**config.mk**
```make
export PLATFORM = sky130hd
export DESIGN_NAME = ay_psg
export DESIGN_NICKNAME = d
export VERILOG_FILES = /design/src/rtl/ay_psg.sv
export SDC_FILE = /design/constraint.sdc
export NUM_CORES = 1
export LEC_CHECK = 0
export CAP_MARGIN = 20
export CELL_PAD_IN_SITES_DETAIL_PLACEMENT = 1
export CELL_PAD_IN_SITES_GLOBAL_PLACEMENT = 1
export CORE_MARGIN = 3
export CORE_UTILIZATION = 53
export CTS_CLUSTER_SIZE = 8
export DETAILED_ROUTE_END_ITERATION = 12
export PLACE_DENSITY = 0.81
export SYNTH_ARGS = -nofsm -noshare
export SYNTH_HDL_FRONTEND = slang
export SYNTH_SLANG_ARGS = --single-unit
```
**constraint.sdc**
```tcl
create_clock -name clock -period 18.56 [get_ports clock]
set_input_delay 1.856 -clock clock [delete_from_list [all_inputs] [get_ports clock]]
set_output_delay 1.856 -clock clock [all_outputs]
set_load 0.01 [all_outputs]
```
**src/rtl/ay_psg.sv**
```systemverilog
// ay_psg: AY-3-8910-compatible programmable sound generator.
//   Three square-wave tone channels, a 17-bit LFSR noise source, a 16-bit-period envelope
//   generator and an R7-controlled mixer. Register writes arrive from the mmap router as
//   one-cycle strobes; reads are combinational from the selected register.
//
// Ports:
//   clock      system clock
//   reset      asynchronous, active-high reset
//   ay_req     one-cycle write strobe
//   ay_reg     register index R0..R15
//   ay_data_o  write data (CPU -> PSG)
//   ay_data_i  read data (PSG -> CPU), combinational from ay_reg; R14/R15 read as 8'hFF
//   ch_a/b/c   registered 4-bit channel levels
//   mix        registered sum ch_a+ch_b+ch_c (0..45)
//   pwm        1-bit PWM of mix
//
// Configuration:
//   AY_PWM_EN  when defined, pwm is driven from a 6-bit free-running counter compare
//              (duty = mix/64); when undefined, pwm is tied low and the counter is absent.

module ay_psg #(
    parameter int unsigned CLK_DIV = 14
) (
    input  logic       clock,
    input  logic       reset,
    input  logic       ay_req,
    input  logic [3:0] ay_reg,
    input  logic [7:0] ay_data_o,
    output logic [7:0] ay_data_i,
    output logic [3:0] ch_a,
    output logic [3:0] ch_b,
    output logic [3:0] ch_c,
    output logic [5:0] mix,
    output logic       pwm
);

    // ------------------------------------------------------------------
    // Register file
    // ------------------------------------------------------------------
    logic [7:0] regs_q [14];

    function automatic logic [7:0] reg_mask(input logic [3:0] idx);
        case (idx)
            4'd1, 4'd3, 4'd5, 4'd13: reg_mask = 8'h0F;
            4'd6, 4'd8, 4'd9, 4'd10: reg_mask = 8'h1F;
            default:                 reg_mask = 8'hFF;
        endcase
    endfunction

    always_ff @(posedge clock or posedge reset) begin
        if (reset) begin
            for (int i = 0; i < 14; i++) regs_q[i] <= 8'h00;
        end else if (ay_req && (ay_reg < 4'd14)) begin
            regs_q[ay_reg] <= ay_data_o & reg_mask(ay_reg);
        end
    end

    always_comb begin
        ay_data_i = 8'hFF;
        if (ay_reg < 4'd14) ay_data_i = regs_q[ay_reg];
    end

    // ------------------------------------------------------------------
    // Timebase: chip clock prescaler, /8 tone strobe, /2 noise/envelope strobe
    // ------------------------------------------------------------------
    logic [7:0] pre_q;
    logic [2:0] step8_q;
    logic       half_q;
    logic       chip_tick;
    logic       tone_tick;
    logic       slow_tick;

    assign chip_tick = (pre_q == 8'(CLK_DIV - 1));
    assign tone_tick = chip_tick && (step8_q == 3'd7);
    assign slow_tick = tone_tick && half_q;

    always_ff @(posedge clock or posedge reset) begin
        if (reset) begin
            pre_q   <= 8'd0;
            step8_q <= 3'd0;
            half_q  <= 1'b0;
        end else begin
            pre_q <= chip_tick ? 8'd0 : pre_q + 8'd1;
            if (chip_tick) step8_q <= step8_q + 3'd1;
            if (tone_tick) half_q  <= ~half_q;
        end
    end

    // ------------------------------------------------------------------
    // Tone generators
    // ------------------------------------------------------------------
    function automatic logic [11:0] tone_period(input logic [7:0] hi, input logic [7:0] lo);
        logic [11:0] p;
        p = {hi[3:0], lo};
        tone_period = (p == 12'd0) ? 12'd1 : p;
    endfunction

    logic [11:0] tone_per [3];
    logic [2:0]  tone;

    always_comb begin
        tone_per[0] = tone_period(regs_q[1], regs_q[0]);
        tone_per[1] = tone_period(regs_q[3], regs_q[2]);
        tone_per[2] = tone_period(regs_q[5], regs_q[4]);
    end

    for (genvar g = 0; g < 3; g++) begin : g_tone
        logic [11:0] cnt_q;
        logic        sq_q;
        logic [12:0] cnt_inc;

        assign cnt_inc = {1'b0, cnt_q} + 13'd1;

        // >= rather than == so a period shrunk below the running count wraps on the next tick
        always_ff @(posedge clock or posedge reset) begin
            if (reset) begin
                cnt_q <= 12'd0;
                sq_q  <= 1'b0;
            end else if (tone_tick) begin
                if (cnt_inc >= {1'b0, tone_per[g]}) begin
                    cnt_q <= 12'd0;
                    sq_q  <= ~sq_q;
                end else begin
                    cnt_q <= cnt_inc[11:0];
                end
            end
        end

        assign tone[g] = sq_q;
    end

    // ------------------------------------------------------------------
    // Noise generator
    // ------------------------------------------------------------------
    logic [4:0]  noise_cnt_q;
    logic [16:0] lfsr_q;
    logic [5:0]  noise_inc;
    logic [5:0]  noise_per;

    assign noise_inc = {1'b0, noise_cnt_q} + 6'd1;
    assign noise_per = (regs_q[6][4:0] == 5'd0) ? 6'd1 : {1'b0, regs_q[6][4:0]};

    always_ff @(posedge clock or posedge reset) begin
        if (reset) begin
            noise_cnt_q <= 5'd0;
            lfsr_q      <= 17'h1;
        end else if (slow_tick) begin
            if (noise_inc >= noise_per) begin
                noise_cnt_q <= 5'd0;
                lfsr_q      <= {lfsr_q[0] ^ lfsr_q[3], lfsr_q[16:1]};
            end else begin
                noise_cnt_q <= noise_inc[4:0];
            end
        end
    end

    // ------------------------------------------------------------------
    // Envelope generator
    // ------------------------------------------------------------------
    logic [15:0] env_cnt_q;
    logic [3:0]  env_step_q;
    logic        env_par_q;
    logic        env_hold_q;
    logic [3:0]  env_hold_lvl_q;
    logic [16:0] env_inc;
    logic [16:0] env_per;
    logic        env_c, env_att, env_alt, env_hold;
    logic [3:0]  env_live;
    logic [3:0]  env_level;
    logic        env_restart;

    assign env_c    = regs_q[13][3];
    assign env_att  = regs_q[13][2];
    assign env_alt  = regs_q[13][1];
    assign env_hold = regs_q[13][0];

    assign env_inc     = {1'b0, env_cnt_q} + 17'd1;
    assign env_per     = ({regs_q[12], regs_q[11]} == 16'd0) ? 17'd1
                                                             : {1'b0, regs_q[12], regs_q[11]};
    // 15-step is the bitwise complement for a 4-bit step
    assign env_live    = (env_att ? env_step_q : ~env_step_q) ^ {4{env_alt & env_par_q}};
    assign env_level   = env_hold_q ? env_hold_lvl_q : env_live;
    assign env_restart = ay_req && (ay_reg == 4'd13);

    always_ff @(posedge clock or posedge reset) begin
        if (reset) begin
            env_cnt_q      <= 16'd0;
            env_step_q     <= 4'd0;
            env_par_q      <= 1'b0;
            env_hold_q     <= 1'b0;
            env_hold_lvl_q <= 4'd0;
        end else if (env_restart) begin
            env_cnt_q      <= 16'd0;
            env_step_q     <= 4'd0;
            env_par_q      <= 1'b0;
            env_hold_q     <= 1'b0;
            env_hold_lvl_q <= 4'd0;
        end else if (slow_tick) begin
            if (env_inc >= env_per) begin
                env_cnt_q <= 16'd0;
                if (!env_hold_q) begin
                    if (env_step_q == 4'd15) begin
                        if (!env_c) begin
                            env_hold_q     <= 1'b1;
                            env_hold_lvl_q <= 4'd0;
                        end else if (env_hold) begin
                            // ALT with HOLD parks on the opposite of the final ramp level
                            env_hold_q     <= 1'b1;
                            env_hold_lvl_q <= env_live ^ {4{env_alt}};
                        end else begin
                            env_step_q <= 4'd0;
                            env_par_q  <= ~env_par_q;
                        end
                    end else begin
                        env_step_q <= env_step_q + 4'd1;
                    end
                end
            end else begin
                env_cnt_q <= env_inc[15:0];
            end
        end
    end

    // ------------------------------------------------------------------
    // Mixer and registered outputs
    // ------------------------------------------------------------------
    function automatic logic [3:0] chan_level(input logic       tone_off,
                                              input logic       noise_off,
                                              input logic       tone_bit,
                                              input logic       noise_bit,
                                              input logic [7:0] vol_reg,
                                              input logic [3:0] env_lvl);
        logic       gate;
        logic [3:0] vol;
        gate       = (tone_bit | tone_off) & (noise_bit | noise_off);
        vol        = vol_reg[4] ? env_lvl : vol_reg[3:0];
        chan_level = gate ? vol : 4'd0;
    endfunction

    logic [3:0] lvl_a, lvl_b, lvl_c;

    assign lvl_a = chan_level(regs_q[7][0], regs_q[7][3], tone[0], lfsr_q[0], regs_q[8],
                              env_level);
    assign lvl_b = chan_level(regs_q[7][1], regs_q[7][4], tone[1], lfsr_q[0], regs_q[9],
                              env_level);
    assign lvl_c = chan_level(regs_q[7][2], regs_q[7][5], tone[2], lfsr_q[0], regs_q[10],
                              env_level);

    always_ff @(posedge clock or posedge reset) begin
        if (reset) begin
            ch_a <= 4'd0;
            ch_b <= 4'd0;
            ch_c <= 4'd0;
            mix  <= 6'd0;
        end else begin
            ch_a <= lvl_a;
            ch_b <= lvl_b;
            ch_c <= lvl_c;
            mix  <= 6'(lvl_a) + 6'(lvl_b) + 6'(lvl_c);
        end
    end

`ifdef AY_PWM_EN
    logic [5:0] pwm_cnt_q;

    always_ff @(posedge clock or posedge reset) begin
        if (reset) begin
            pwm_cnt_q <= 6'd0;
            pwm       <= 1'b0;
        end else begin
            pwm_cnt_q <= pwm_cnt_q + 6'd1;
            pwm       <= (pwm_cnt_q < mix);
        end
    end
`else
    assign pwm = 1'b0;
`endif

endmodule

```
# After elaboration in Yosys (flattened, before gate mapping)

Memories as Yosys holds them, arrays and structs flattened.
Index checks and enable logic that the tools add are counted.
W data, S select, Z words.

$lt $le $gt $ge: 8
Equality and inequality tests: 9
$add $sub $neg: 10
Shifts and indexed selects: 0
Divide/modulo/power cells: 0
Reductions and logical operators: 22
Multiplexer cells: 57
Bitwise operators: 21
Multipliers: 0

Operators with widths:

| cell                    | count |
|---|---|
| $bwmux W112             | 1 |
| $mux W4                 | 22 |
| $mux W12                | 6 |
| $mux W16                | 4 |
| $mux W8                 | 6 |
| $add A12 B1 Y13 const B | 3 |
| $ge A13 B12 Y1          | 3 |
| $logic_not A12 Y1       | 3 |
| $bmux W8 S4             | 1 |
| $demux W8 S4            | 1 |
| $add A16 B1 Y17 const B | 1 |
| $ge A17 B16 Y1          | 1 |
| $logic_not A16 Y1       | 1 |
| $mux W1                 | 14 |
| $mux W5                 | 2 |
| $reduce_and A2 Y1       | 5 |
| $reduce_and A5 Y1       | 2 |
| $add A8 B1 Y8 const B   | 1 |
| $and A8 B8 Y8           | 1 |
| $eq A4 B4 Y1 const B    | 2 |
| $eq A8 B4 Y1 const B    | 1 |
| $reduce_bool A2 Y1      | 4 |
| $xor A4 B4 Y4           | 2 |
| $add A5 B1 Y6 const B   | 1 |
| other kinds (21)        | 39 |

Bits in read-only memories: 64
Logic and storage cells: 162
Output and inout port bits: 27
Bits in latches: 0
Register bits: 229
Bits in writable memories: 0
Memories: 1

Memories:

| name             | depth | bits a word | rd ports | clocked after Yosys merged registers in | wr ports | RTL line | text |
|---|---|---|---|---|---|---|---|
| (name not given) | 16    | 4           | 1        | 0                                       | 0        | 43       | `case (idx)` |

# Logic depth before layout (Yosys ltp)

Word-level depth: 11
Mapped depth: 15
Gate-level depth less buffers: 13

# Worst setup path before layout

OpenSTA, ideal clock, no wires.

Path kind: input port to output port
Start point: input port ay_reg[0]
End point: output port ay_data_i[5]
Arrival: 3.291 ns
Data required time: 16.704 ns
Path buffers: 3
Stages: 6
Path slack: 13.413 ns
Path through: clkbuf_1 > buf_2 > clkbuf_1 > mux4_2 > mux2i_1 > o21ai_0

Word-level cells in the longest chain between the ends: 5
Elaborated cells on any way between the ends: 6
Those cells by class: order compare (1); mux (4); bitwise (1)

Ends and longest elaborated chain:

| what                                        | RTL line | text |
|---|---|---|
| from (decl)                                 | 27       | `input logic [3:0] ay_reg,` |
| $not A4 Y5 (not written as such)            | 60       | `if (ay_reg < 4'd14) ay_data_i = regs_q[ay_reg];` |
| $bmux W8 S4                                 | 60       |  |
| $mux W8 (not written as such) (2 in series) | 60       |  |
| $mux W8 *                                   | 60       |  |
| to (decl)                                   | 29       | `output logic [7:0] ay_data_i,` |

Every way passes the cells marked *; elsewhere a longest branch is shown, timed or not. The select of a mux whose other input is x is not followed.

# Worst setup path in the final report

Start point: input port ay_reg[3]
End point: output port ay_data_i[1]

The elaborated chain is that of the path after synthesis.

==> flow_metrics.tcl <==
set metrics [dict create \
    use_met2_pct 48.7 \
    drt_first_pass_iters 5 \
    ys.flop_type "dfrtp_1" \
    dr.first_iter.drc_count 769 \
    ys_seq_area_share_pct 44.4 \
    antenna_cells 0 \
    fill_cells 2576 \
    h-tree-depth 2 \
    powerDensity_nw_per_um2 101 \
    slew_violations 0 \
    avgSynthCellArea_um2 10.2 \
    ant_nets 0 \
    cts_setup_buffers 0 \
    start_util_pct 54.5 \
    use_met1_pct 35.0 \
    p_leak_nw 6.74 \
    drc_errors 0 \
    grt_pass1_vias 10748 \
    post-route-min-period_ps 6640 \
    post_cts_resize_count 0 \
    whs_endpoint "env_hold_lvl_q[2]" \
    status "complete, no violations" \
    critPathArrivalTime_ps 4780 \
    max_stage_delay_ps 1210 \
    clk_pin_slew_ps 50 \
    max_freq_mhz 151 \
    yosys_warnings 0 \
    synth_edf_count 0 \
    fin_skew_ps 13.5 \
    netlist_instances 1266 \
    nets 1385 \
    final_cells 1618 \
    p_total_mw 1.47 \
    coreArea_um2 23700 \
    io_pins 42 \
    crit_top_cell "clkdlybuf4s50_1" \
    rrSetupSlack_ps 14730 \
    busiest_layer "met2" \
    setup_violations 0 \
    ys_types 72 \
    worstSetupPathType "input pin to output port" \
    grtUsageTotal_pct 28.3 \
    critPathBufInv 2 \
    cts_buffers 34 \
    placed_cells 1571 \
    use_met3_pct 5.53 \
    critPathLaunchType "input pin" \
    ctsHoldBuffers 0 \
    rsz0062_at_grt "no" \
    drive_gt1_share_pct 13.2 \
    path_cells "clkdlybuf4s50_1, nand2_1, o221ai_1, o21ai_0, clkdlybuf4s50_1" \
    num_rows 56 \
    dp_hpwl_um 25400 \
    multiInputGateArea_um2 6620 \
    cpMaxStageDelayCell "clkdlybuf4s50_1" \
    chipHeight_um 162 \
    hold_depth 1 \
    final_cell_mix "dfrtp_1, nand2_1, o21ai_0" \
    grt_max_degree 154 \
    cts_buffer_depth 3 \
    cp_top_family "buffers and inverters" \
    finalCritPeriodShare_pct 35.8 \
    grt_pass1_wl_um 59100 \
    overflow 0 \
    crit_cells 5 \
    io_buffer_count 40 \
    clkSinkCount 229 \
    crit_path_end_kind "output port" \
    worst_slew_pin_slew_ps 1110 \
    wl_um 36500 \
    antenna_found_initial 2 \
    min_from "env_hold_lvl_q[2]" \
    r2r-end "env_hold_lvl_q[1]" \
    cp_max_fo 25 \
    dieWidth_um 162 \
    maxSlewHeadroom_pct 26.0 \
    gp_congestion 0.919 \
    drv_cap 0 \
    ys_ff_latch 229 \
    syn_to_final_growth_pct 12.5 \
    setup_tns_ps 0 \
    regArea_um2 5730 \
    hold_violations 0 \
    dieArea_um2 26300 \
    synth_async_sr_flop_share_pct 100 \
    worstSkewPairLatency_ps 500 \
    worstHoldPathType "flip-flop to flip-flop" \
    wire_per_inst_um 22.6 \
    tritoncts "built" \
    syn-cell-area_um2 12900 \
    worstPathRequired_ps 16700 \
    viasPerCell 6.22 \
    clock-root-buffer "clkbuf_16" \
    layout_commonest_cell "dfrtp_1" \
    ir_drop_mv 0.0643 \
    dr_total_vias 10066 \
    synth_nets 1361 \
    worstRegToRegCells 12 \
    r2r-start "env_cnt_q[6]" \
]
-- cells by family after synthesis --
logic type | after synthesis | share of synthesized area (%)
mux | 127 | 13.0
simple gates | 375 | 14.1
xor+xnor | 67 | 4.54
flops | 229 | 44.4
buf+inv | 146 | 4.42
compound gates | 241 | 11.5
fa+ha+maj | 80 | 8.04
other cells | 1 | 0.0290
-- metrics by stage --
step                      area, µm²  setup slack, ps  util [%]  hold slack (ps)
after floorplan               12900            10430         -              442
after CTS                     14500            12010      61.1              481
after detailed placement      13500            12110      57.1              469
final                         14500            11920      61.3              479
after global routing          14500            11810      61.3              503
after global placement        13500            12220      57.1              459
-- synthesized netlist by cell type, types with 3 or more instances --
cell type | instances | area [µm²]
dfrtp_1 | 228 | 5710
nand2_1 | 164 | 616
o21ai_0 | 119 | 596
inv_1 | 85 | 319
ha_1 | 75 | 938
mux2_2 | 74 | 833
nand3_1 | 57 | 285
nor2_1 | 53 | 199
clkbuf_1 | 46 | 173
xnor2_1 | 45 | 394
mux2i_1 | 24 | 240
mux4_2 | 24 | 541
a21oi_1 | 23 | 115
xor2_1 | 22 | 193
a21o_1 | 16 | 120
and3_1 | 13 | 81.3
nand4_1 | 13 | 81.3
nor3_1 | 13 | 65.1
nor4_1 | 13 | 81.3
o22ai_1 | 10 | 62.6
nor2b_1 | 9 | 56.3
o221ai_1 | 9 | 78.8
buf_2 | 8 | 40.0
a22o_1 | 7 | 61.3
or2_2 | 7 | 43.8
a31oi_1 | 5 | 31.3
and2_1 | 5 | 31.3
fa_1 | 5 | 100
nand2b_1 | 5 | 31.3
o211ai_1 | 5 | 37.5
o21ai_1 | 5 | 25.0
or3_1 | 5 | 31.3
a31o_2 | 4 | 35.0
a41o_1 | 4 | 40.0
and4_1 | 4 | 35.0
buf_1 | 4 | 15.0
o21a_1 | 4 | 30.0
o31ai_1 | 4 | 30.0
a211oi_1 | 3 | 22.5
a32o_1 | 3 | 30.0
mux2_1 | 3 | 33.8
-- flip-flops by register name (all words and copies together) (netlist names) --
name	count
env_cnt_q	16
g_tone.cnt_q	36
ch_c	4
env_alt	1
ch_a	4
step8_q	3
half_q	1
env_step_q	4
env_att	1
g_tone.sq_q	3
pre_q	8
mix	6
regs_q	108
env_hold_lvl_q	4
env_par_q	1
noise_cnt_q	5
env_c	1
ch_b	4
env_hold	1
lfsr_q	17
env_hold_q	1
-- layer usage --
layer | wire length [µm] | share of wire, %
met5 | 31 | 0.085
met4 | 1560 | 4.3
met3 | 2130 | 5.8
met2 | 18100 | 49
met1 | 14800 | 40
-- power breakdown --
group          leakage [nW]  internal [mW]  switching (mW)
combinational          3.26          0.125           0.142
sequential             3.02          0.559          0.0830
clock                 0.468          0.353           0.213
-- final cells by class --
class / instances / area share, %
inverter: 85 / 2.25
tap: 319 / 2.75
multi-input combinational: 891 / 45.5
sequential: 229 / 39.5
timing repair buffer: 49 / 3.41
clock buffer: 44 / 6.56
clock inverter: 1 / 0.0345
-- worst max-delay path by stage --
stage,end,from,slack (ps)
floorplan,ch_a[0],reset,10430
global placement,ay_data_i[4],ay_reg[3],12220
detailed placement,ay_data_i[1],ay_reg[3],12110
CTS,ay_data_i[1],ay_reg[3],12010
global route,ay_data_i[1],ay_reg[3],11810
finish,ay_data_i[1],ay_reg[3],11920
Power figures use the tool's default switching activity.
